==> src/rtl/seq_alu.sv <==
// ============================================================================
//  Module   : seq_alu
//  Purpose  : Multi-cycle picoMIPS ALU with radix-2 Booth multiplier,
//             fixed-point scaling and optional saturation.
//  Revision : 1.0  initial release
// ============================================================================
`default_nettype none

module seq_alu #(
    parameter int N      = 8,
    parameter int A_SIZE = 3,
    parameter int FRAC   = N - 1,
    parameter int SAT    = 1
) (
    input  logic              clk,
    input  logic              nReset,
    input  logic              start,
    input  logic [A_SIZE-1:0] func,
    input  logic [N-1:0]      a,
    input  logic [N-1:0]      b,
    output logic [N-1:0]      result,
    output logic              busy,
    output logic              done,
    output logic              zero,
    output logic              ovf
);

    localparam int CW = $clog2(N + 1);

    localparam logic [A_SIZE-1:0] F_A   = A_SIZE'(0);
    localparam logic [A_SIZE-1:0] F_B   = A_SIZE'(1);
    localparam logic [A_SIZE-1:0] F_ADD = A_SIZE'(2);
    localparam logic [A_SIZE-1:0] F_MUL = A_SIZE'(3);
    localparam logic [A_SIZE-1:0] F_SUB = A_SIZE'(4);
    localparam logic [A_SIZE-1:0] F_AND = A_SIZE'(5);
    localparam logic [A_SIZE-1:0] F_OR  = A_SIZE'(6);
    localparam logic [A_SIZE-1:0] F_XOR = A_SIZE'(7);

    localparam logic [N-1:0] MAX_POS = {1'b0, {(N-1){1'b1}}};
    localparam logic [N-1:0] MAX_NEG = {1'b1, {(N-1){1'b0}}};

    typedef enum logic [0:0] {
        S_IDLE = 1'b0,
        S_MUL  = 1'b1
    } state_t;

    state_t              state_q, state_d;
    logic [CW-1:0]       cnt_q, cnt_d;
    logic signed [N:0]   mcand_q, mcand_d;
    logic signed [N:0]   hi_q, hi_d;
    logic [N-1:0]        lo_q, lo_d;
    logic                qm1_q, qm1_d;
    logic [N-1:0]        result_q, result_d;
    logic                done_q, done_d;
    logic                zero_q, zero_d;
    logic                ovf_q, ovf_d;

    // ------------------------------------------------------------------
    // Single-cycle datapath
    // ------------------------------------------------------------------
    logic signed [N:0]   a_ext, b_ext, sum;
    logic [N-1:0]        alu_res;
    logic                alu_ovf;

    assign a_ext = {a[N-1], a};
    assign b_ext = {b[N-1], b};
    assign sum   = (func == F_SUB) ? (a_ext - b_ext) : (a_ext + b_ext);

    always_comb begin
        alu_res = '0;
        alu_ovf = 1'b0;
        case (func)
            F_A:   alu_res = a;
            F_B:   alu_res = b;
            F_ADD, F_SUB: begin
                alu_ovf = sum[N] ^ sum[N-1];
                alu_res = sum[N-1:0];
                // The N+1-bit sign is the true sign, so it picks the clamp rail.
                if (alu_ovf && (SAT != 0)) begin
                    alu_res = sum[N] ? MAX_NEG : MAX_POS;
                end
            end
            F_AND: alu_res = a & b;
            F_OR:  alu_res = a | b;
            F_XOR: alu_res = a ^ b;
            default: alu_res = '0;
        endcase
    end

    // ------------------------------------------------------------------
    // Booth step: the upper half carries one guard bit so that the most
    // negative multiplicand can be subtracted without overflow.
    // ------------------------------------------------------------------
    logic signed [N:0]     hi_sum, hi_nx;
    logic [N-1:0]          lo_nx;
    logic                  qm1_nx;
    logic signed [2*N-1:0] prod, scaled;
    logic [N:0]            mul_top;
    logic                  mul_ovf;
    logic [N-1:0]          mul_res;

    always_comb begin
        hi_sum = hi_q;
        case ({lo_q[0], qm1_q})
            2'b01:   hi_sum = hi_q + mcand_q;
            2'b10:   hi_sum = hi_q - mcand_q;
            default: hi_sum = hi_q;
        endcase
        hi_nx  = {hi_sum[N], hi_sum[N:1]};
        lo_nx  = {hi_sum[0], lo_q[N-1:1]};
        qm1_nx = lo_q[0];
    end

    assign prod    = {hi_nx[N-1:0], lo_nx};
    assign scaled  = prod >>> FRAC;
    assign mul_top = scaled[2*N-1:N-1];
    assign mul_ovf = !((&mul_top) || !(|mul_top));

    always_comb begin
        mul_res = scaled[N-1:0];
        if (mul_ovf && (SAT != 0)) begin
            mul_res = scaled[2*N-1] ? MAX_NEG : MAX_POS;
        end
    end

    // ------------------------------------------------------------------
    // Control
    // ------------------------------------------------------------------
    always_comb begin
        state_d  = state_q;
        cnt_d    = cnt_q;
        mcand_d  = mcand_q;
        hi_d     = hi_q;
        lo_d     = lo_q;
        qm1_d    = qm1_q;
        result_d = result_q;
        zero_d   = zero_q;
        ovf_d    = ovf_q;
        done_d   = 1'b0;
        case (state_q)
            S_IDLE: begin
                if (start) begin
                    if (func == F_MUL) begin
                        mcand_d = a_ext;
                        hi_d    = '0;
                        lo_d    = b;
                        qm1_d   = 1'b0;
                        cnt_d   = CW'(N);
                        state_d = S_MUL;
                    end else begin
                        result_d = alu_res;
                        zero_d   = (alu_res == '0);
                        ovf_d    = alu_ovf;
                        done_d   = 1'b1;
                    end
                end
            end
            S_MUL: begin
                // start is deliberately not looked at while the multiply runs.
                hi_d  = hi_nx;
                lo_d  = lo_nx;
                qm1_d = qm1_nx;
                cnt_d = cnt_q - CW'(1);
                if (cnt_q == CW'(1)) begin
                    result_d = mul_res;
                    zero_d   = (mul_res == '0);
                    ovf_d    = mul_ovf;
                    done_d   = 1'b1;
                    state_d  = S_IDLE;
                end
            end
            default: state_d = S_IDLE;
        endcase
    end

    always_ff @(posedge clk or negedge nReset) begin
        if (!nReset) begin
            state_q  <= S_IDLE;
            cnt_q    <= '0;
            mcand_q  <= '0;
            hi_q     <= '0;
            lo_q     <= '0;
            qm1_q    <= 1'b0;
            result_q <= '0;
            done_q   <= 1'b0;
            zero_q   <= 1'b0;
            ovf_q    <= 1'b0;
        end else begin
            state_q  <= state_d;
            cnt_q    <= cnt_d;
            mcand_q  <= mcand_d;
            hi_q     <= hi_d;
            lo_q     <= lo_d;
            qm1_q    <= qm1_d;
            result_q <= result_d;
            done_q   <= done_d;
            zero_q   <= zero_d;
            ovf_q    <= ovf_d;
        end
    end

    assign result = result_q;
    assign busy   = (state_q == S_MUL);
    assign done   = done_q;
    assign zero   = zero_q;
    assign ovf    = ovf_q;

endmodule

`default_nettype wire

==> config.mk <==
export PLATFORM = sky130hd
export DESIGN_NAME = seq_alu
export DESIGN_NICKNAME = d
export VERILOG_FILES = /design/src/rtl/seq_alu.sv
export SDC_FILE = /design/constraint.sdc
export NUM_CORES = 1
export LEC_CHECK = 0
export CELL_PAD_IN_SITES_DETAIL_PLACEMENT = 2
export CELL_PAD_IN_SITES_GLOBAL_PLACEMENT = 2
export CORE_UTILIZATION = 30
export CTS_CLUSTER_DIAMETER = 80
export DETAILED_ROUTE_END_ITERATION = 10
export PLACE_DENSITY_LB_ADDON = 0.05
export SLEW_MARGIN = 20
export SYNTH_ARGS = -nofsm -noshare
export SYNTH_HDL_FRONTEND = slang
export SYNTH_SLANG_ARGS = --single-unit
==> constraint.sdc <==
create_clock -name clk -period 10.2 [get_ports clk]
set_input_delay 2.04 -clock clk [delete_from_list [all_inputs] [get_ports clk]]
set_output_delay 2.04 -clock clk [all_outputs]
set_load 0.005 [all_outputs]
# Yosys cells after proc, flatten, opt, wreduce, memory -nomap -nowiden
# Index checks and enable logic that the tools add are counted.
[word_totals]
register_bits = 42
input_bits = 22
[op_classes]
addsub = 5
eq_ne = 14
muxes = 40
bitwise_logic = 5
reduce_logical = 12
[op_table]
columns = ["operator", "count"]
rows = [
  ["$mux 8", 9],
  ["$pmux 8 s6", 1],
  ["$pmux 9 s2", 2],
  ["$pmux 8 s2", 2],
  ["$mux 9", 3],
  ["$logic_not 8->1", 2],
  ["$mux 1", 15],
  ["$eq 3x3->1 const B", 4],
  ["$pmux 1 s2", 5],
  ["$add 8x8->9", 1],
  ["$add 9x8->9", 1],
  ["$sub 8x8->9", 1],
  ["$sub 9x8->9", 1],
  ["$and 8x8->8", 1],
  ["$mux 4", 2],
  ["$or 8x8->8", 1],
  ["$pmux 4 s2", 1],
  ["$xor 8x8->8", 1],
  ["$eq 3x2->1 const B", 2],
  ["$ne 2x2->1 const B", 3],
  ["$reduce_and 3->1", 2],
  ["$eq 4x1->1 const B", 1],
  ["$reduce_and 2->1", 2],
  ["$reduce_or 2->1", 2],
  ["other kinds (10)", 11],
]

# Depth between registers and ports, before layout
# Gate-level depths: netlist of run 1.
[depth]
depth_word = 9
depth_mapped = 21

# Least setup slack after synthesis of run 1
# OpenSTA, ideal clock, no wires.
[synth_path]
kind = "input to register"
from = "in func[1]"
to = "reg zero_q, in the netlist zero"
arrival_time_ps = 5072
t_required_ps = 10108
path_slack_ps = 5037
stages = 14
cell_sequence = "buf_6 -> nor3b_4 -> mux2_2 -> inv_1 -> ha_1 -> nor2b_1 -> o2111a_1 -> o31ai_1 -> a21boi_0 -> xnor2_2 -> nand2_4 -> a311o_1 -> a211o_1 -> o31ai_2"
[synth_between]
elab_chain_len = 9
elab_cells_between_ends = 20
[synth_lines]
columns = ["element", "line_no", "rtl"]
rows = [
  ["start, declared", "18", "input logic [A_SIZE-1:0] func,"],
  ["$eq 3x3->1", "67, 72", ""],
  ["$mux 9", "67", "assign sum = (func == F_SUB) ? (a_ext - b_ext) : (a_ext + b_ext);"],
  ["$mux 8 or $xor 1x1->1 (tied branches)", "80, 76", ""],
  ["$mux 8", "79", "if (alu_ovf && (SAT != 0)) begin"],
  ["$pmux 8 s6", "72", "case (func)"],
  ["$logic_not 8->1", "152", "zero_d = (alu_res == '0);"],
  ["$mux 1", "143", "if (func == F_MUL) begin"],
  ["$mux 1", "142", "if (start) begin"],
  ["$pmux 1 s2", "140", "case (state_q)"],
  ["end signal, assigned", "197", "zero_q <= zero_d;"],
  ["end, declared", "55", "logic zero_q, zero_d;"],
]
# Parallel ways exist; a longest one is shown, timed or not. The select of a mux whose other input is x is not followed.
# A chain may end at the register's enable or synchronous reset.

# Worst setup path in the final report of run 1
[layout_path]
from = "in func[2]"
to = "reg zero_q, in the netlist zero"
# The elaborated chain is that of the path after synthesis.

==> run_results.csv, run 1 <==
group,metric,value,unit
drt,route.vias.total,3349,
logic_synthesis,synth_edf_count,0,
logic_synthesis,synth-seq-area-share,27.4,%
global_routing,grt_use_total,19.6,%
logic_synthesis,async_flop_share,100,%
setup_path,setup.worst_path.class,"primary input to register",
sta,period_needed,6130,ps
logic_synthesis,syn_area,3740,µm²
setup_path,path_cells,"clkdlybuf4s50_1, nor3b_4, mux2_2, inv_1, ha_1, nor2b_1, o2111a_1, o31ai_1, a21boi_0, xnor2_2, nand2_4, a311o_1, a211o_1, o31ai_2",
die,num_io_pins,34,
logic_synthesis,dominantRegCellSynth,"dfrtp_1",
drt,ant_nets,0,
power_and_ir_drop,ir_drop,0.167,mV
logic_synthesis,yosys_warnings,0,
die,rows,40,
clock_network,ctsHtreeMaxLevel,2,
logic_synthesis,synth_fp_nets,516,
worst_hold_path,hold_depth,2,
drt,routedWlPerCell,18.3,µm
layout,final_cells,644,
clock_network,tritoncts,"yes",
power_and_ir_drop,power_density,309,nW/µm²
setup_path,reg2reg_depth,17,
setup_path,start_kind,"primary input",
setup_path,r2r_end,"result[3]$_DFFE_PN0P_",
setup_path,slowest_stage,"clkdlybuf4s50_1",
clock_network,cts_buffer_depth,2,
placement,dpl_cell_area,4220,µm²
setup_path,crit_arrival,6330,ps
die,dieArea,12900,µm²
layout,nFillCells,1408,
logic_synthesis,synth_cell_type_count,53,
die,fp.dieW,114,µm
logic_synthesis,syn_avg_cell_area,8.27,µm²
drt,via_per_inst,5.20,
global_routing,grt_first_pass_wirelength,19200,µm
sta,final-setup-viol-count,0,
drt,drt-total-wl,11800,µm
clock_network,root_buffer,"clkbuf_16",
power_and_ir_drop,p_leak,1.96,nW
global_routing,grt-ovfl-total,0,
logic_synthesis,synth_seq_cells,41,
worst_hold_path,hold_path_end,"result[6]$_DFFE_PN0P_",
die,start_util,30.9,%
status,outcome,"completed",
global_routing,grt_pass1_vias,3529,
global_routing,grt_max_degree,55,
clock_network,clk_pin_slew,60,ps
clock_network,hold_buffers,0,
setup_path,max_stage_delay,910,ps
layout,finish.instance_area,4410,µm²
layout,nNetsFinal,538,
drt,drt_iter0_markers,88,
logic_synthesis,netlist_instances,453,
layout,syn2layout_area_growth,17.7,%
sta,fin_tns_setup,0,ps
layout,final_layout_size_suffix_gt1_share,7.14,%
clock_network,cts_setup_buffers,0,
sta,max_slew_margin,38.7,%
drt,first_pass_iters,4,
layout,diodes,0,
sta,tightest_slew,917,ps
sta,rsz0062_at_grt,"no",
global_routing,grt_antenna_before_repair,0,
sta,fin_skew,8.85,ps
sta,fmax,163,MHz
flow_run,maxCapViolCount,0,
placement,port_buffers,33,
die,die_h,114,µm
clock_network,clock_sinks,41,
sta,finalHoldViolCount,0,
sta,finalMaxSlewViolations,0,
clock_network,worstSkewPairLatency,290,ps
drt,drc,0,
setup_path,crit_path_max_fanout,20,
placement,dpl.cell_count,636,
clock_network,cts_buffers,5,
worst_hold_path,hold_path.class,"register to register",
die,fp.coreArea,12100,µm²
setup_path,r2r_slack,5550,ps
setup_path,cp-end-kind,"register",
placement,hpwl,9370,µm
clock_network,cts_resized,0,
setup_path,cp.required,10400,ps
placement,gp_congestion,0.813,
setup_path,timing.rr.start,"mcand_q[0]$_DFFE_PN0P_",
sta,finalCritPeriodShare,60.1,%
worst_hold_path,hold_path_startpoint,"result[6]$_DFFE_PN0P_",
==> cell usage in the layout, fill, tap and decap left out, drive strengths merged, types with 12 or more instances in the layout <==
cell type      count
nand2             56
nor2              42
dfrtp             41
ha                39
o21ai             34
clkdlybuf4s50     32
inv               31
a21oi             29
xnor2             21
nor3              16
mux2              12
==> critical path, delay by kind of cell <==
kind | cells | cell delay [ps]
mux | 1 | 430
buf+inv | 2 | 980
compound gates | 6 | 1580
simple gates | 3 | 750
xor+xnor | 1 | 310
fa+ha+maj | 1 | 210
==> power breakdown <==
part           switching, mW  internal [mW]
combinational          0.504          0.354
clock                 0.0688          0.140
sequential            0.0593          0.236
==> state kept, by name (all words and copies together) (netlist names) <==
| register | cells |
|---|---|
| result | 8 |
| busy | 1 |
| cnt_q | 4 |
| mcand_q | 8 |
| done | 1 |
| qm1_q | 1 |
| lo_q | 8 |
| hi_q | 8 |
| zero | 1 |
| ovf | 1 |
==> layout make-up <==
class                      count  area [µm²]  share of cell area (%)
tap                          168         210                    4.77
sequential                    41        1030                    23.3
clock buffer                   5         125                    2.84
timing repair buffer          36         348                    7.89
clock inverter                 3        65.1                    1.48
inverter                      31         116                    2.64
multi-input combinational    360        2520                    57.1
==> routing by layer <==
metal	up-vias	GRT usage, %	part of all wire, %
met2	41	33.1	48
met5	-	0	0
met3	5	3.29	2.6
met1	1669	26.4	49
li1	1634	-	-
met4	0	4.04	0.67
==> cell usage after synthesis (12+ instances only) <==
| master | instances | area share [%] |
|---|---|---|
| dfrtp_1 | 41 | 27 |
| nand2_1 | 55 | 5.5 |
| mux2_2 | 12 | 3.6 |
| nor3_1 | 16 | 2.1 |
| clkbuf_1 | 18 | 1.8 |
| ha_1 | 39 | 13 |
| inv_1 | 31 | 3.1 |
| a21oi_1 | 28 | 3.7 |
| xnor2_1 | 18 | 4.2 |
| nor2_1 | 42 | 4.2 |
| o21ai_0 | 34 | 4.5 |
==> how the worst max path moves through the flow <==
| stage | endpoint | depth (start not counted) | slack [ps] | from |
|---|---|---|---|---|
| floorplan | zero$_DFFE_PN0P_ | 14 | 5040 | func[1] |
| global placement | zero$_DFFE_PN0P_ | 14 | 3950 | func[2] |
| detailed placement | zero$_DFFE_PN0P_ | 14 | 3800 | func[2] |
| CTS | zero$_DFFE_PN0P_ | 14 | 4090 | func[2] |
| global route | zero$_DFFE_PN0P_ | 14 | 3810 | func[2] |
| finish | zero$_DFFE_PN0P_ | 14 | 4070 | func[2] |
==> kinds of logic after synthesis <==
group,Yosys count,share of synthesized area [%]
muxes,20,5.75
adders and majority gates,41,14.1
DFF,41,27.4
xor gates and xnor gates,26,6.98
buffers and inverters,52,5.41
and+or+nand+nor,151,19.0
AOI/OAI and AO/OA,122,21.3
==> per-stage QoR <==
step	setup WS, ps	total power, mW	hold WS (ps)	util (%)
finish	4070	1.36	486	36.4
global route	3810	1.49	518	36.4
CTS	4090	1.39	490	36.4
detailed placement	3800	1.16	471	34.8
global placement	3950	1.13	465	34.8
floorplan	5040	0.887	453	-
Note: power is estimated with default switching activity, not from simulation.
==> inputs of run 2 (changes only) <==
clock period = 6.3 ns   (was 10.2 ns; I/O delays follow)
==> run_results.csv, run 2 (same netlist as run 1, synthesis figures left out) <==
group,metric,value,unit
clock_network,cts_buffer_depth,2,
die,start_util,30.9,%
drt,first_pass_iters,4,
sta,rsz0062_at_grt,"no",
sta,fmax,199,MHz
global_routing,grt_use_met2,32.2,%
setup_path,path_cells,"clkdlybuf4s50_1, buf_4, nor3b_4, mux2_2, inv_1, ha_1, nor2b_1, o2111a_1, o31ai_1, a21boi_0, xnor2_2, nand2_4, a311o_1, a211o_1, o31ai_2",
power_and_ir_drop,power_density,481,nW/µm²
setup_path,cp.required,6500,ps
sta,hold_ws,480,ps
sta,finalHoldViolCount,0,
placement,hpwl,9270,µm
sta,fin_skew,7.11,ps
drt,ant_nets,0,
power_and_ir_drop,p_leak,1.96,nW
power_and_ir_drop,p_total,2.11,mW
clock_network,cts_setup_buffers,0,
global_routing,grt_use_met1,27.0,%
clock_network,clk_pin_slew,60,ps
layout,diodes,0,
die,num_io_pins,34,
sta,finalCritPeriodShare,79.7,%
global_routing,grt-ovfl-total,0,
placement,port_buffers,33,
layout,syn2layout_area_growth,17.2,%
die,rows,40,
clock_network,cts_buffers,5,
setup_path,crit_arrival,5220,ps
sta,tightest_slew,931,ps
clock_network,tritoncts,"yes",
setup_path,start_kind,"primary input",
sta,max_slew_margin,37.8,%
sta,fin_tns_setup,0,ps
status,outcome,"completed",
sta,period_needed,5020,ps
die,dieArea,12900,µm²
clock_network,clock_sinks,41,
worst_hold_path,hold_path.class,"register to register",
die,fp.dieW,114,µm
clock_network,worstSkewPairLatency,290,ps
die,die_h,114,µm
placement,gp_congestion,0.818,
setup_path,max_stage_delay,450,ps
layout,nNetsFinal,540,
layout,nFillCells,1425,
layout,layout_common_cells,"nand2_1, nor2_1, dfrtp_1",
layout,final_layout_size_suffix_gt1_share,7.53,%
global_routing,grt_first_pass_wirelength,19300,µm
global_routing,grt_use_total,19.3,%
die,fp.coreArea,12100,µm²
global_routing,grt_pass1_vias,3581,
global_routing,grt_antenna_before_repair,0,
drt,drt_iter0_markers,102,
drt,via_per_inst,5.13,
drt,drt-total-wl,11500,µm
setup_path,setup.worst_path.class,"primary input to register",
clock_network,root_buffer,"clkbuf_16",
layout,final_common_cell,"nand2_1",
global_routing,grt_max_degree,51,
global_routing,grt_use_met3,2.44,%
setup_path,crit_path_max_fanout,20,
drt,drc,0,
power_and_ir_drop,ir_drop,0.218,mV
clock_network,ctsHtreeMaxLevel,2,
clock_network,cts_resized,0,
clock_network,hold_buffers,0,
drt,routedWlPerCell,17.8,µm
drt,route.vias.total,3317,
sta,final-setup-viol-count,0,
global_routing,grt_busiest_layer,"met2",
flow_run,maxCapViolCount,0,
setup_path,slowest_stage,"clkdlybuf4s50_1",
placement,dpl_cell_area,4230,µm²
sta,finalMaxSlewViolations,0,
layout,finish.instance_area,4390,µm²
setup_path,cp-end-kind,"register",
-- run 2: cell count changes in the layout (fill, tap and decap cells not counted) --
cell       before  now
buf_4           3    5
clkbuf_8        0    2
bufinv_16       2    0
-- run 2: stage by stage --
| stage | util [%] | worst slack (ps) | instances |
|---|---|---|---|
| floorplan | - | 1920 | 453 |
| global placement | 34.9 | 1090 | 638 |
| detailed placement | 34.9 | 993 | 638 |
| CTS | 36.2 | 1270 | 646 |
| global route | 36.2 | 976 | 646 |
| finish | 36.2 | 1280 | 646 |
-- run 2: where the power goes --
part | total (mW) | switching [mW] | internal (mW)
sequential | 0.480 | 0.0976 | 0.383
combinational | 1.36 | 0.783 | 0.573
clock | 0.274 | 0.106 | 0.168
total | 2.11 | 0.987 | 1.12
-- run 2: metal layers --
metal / vias to the layer above / routed length (µm)
met2: 32 / 5440
li1: 1638 / -
met1: 1640 / 5790
met3: 7 / 222
met4: 0 / 75
met5: - / 0
-- run 2: final timing paths --
check | start | to | slack, ps | depth (start not counted)
min reg2reg | result[6]$_DFFE_PN0P_ | result[6]$_DFFE_PN0P_ | 480 | 2
max in group asynchronous | nReset | busy$_DFF_PN0_ | 4860 | 2
min | result[6]$_DFFE_PN0P_ | result[6]$_DFFE_PN0P_ | 480 | 2
min in group asynchronous | nReset | done$_DFF_PN0_ | 1040 | 2
max | func[2] | zero$_DFFE_PN0P_ | 1280 | 15
max reg2reg | mcand_q[0]$_DFFE_PN0P_ | result[4]$_DFFE_PN0P_ | 1770 | 17
-- run 2: critical path: cells and delay by family --
kind                     cells  cell delay, ps
AO/OA/AOI/OAI                6            1530
XOR/XNOR                     1             330
adder cells (fa/ha/maj)      1             210
buffers and inverters        3             740
multiplexers                 1             420
AND/OR/NAND/NOR              3             710
-- run 2: cell type report --
| class | instances | area [µm²] | share of cell area (%) |
|---|---|---|---|
| flip-flops and latches | 41 | 1030 | 23.4 |
| clock buffers | 7 | 153 | 3.48 |
| well taps | 168 | 210 | 4.79 |
| multi-input cells | 360 | 2520 | 57.3 |
| repair buffers | 38 | 363 | 8.27 |
| inverters | 31 | 116 | 2.65 |
| clock inverters | 1 | 5.00 | 0.114 |
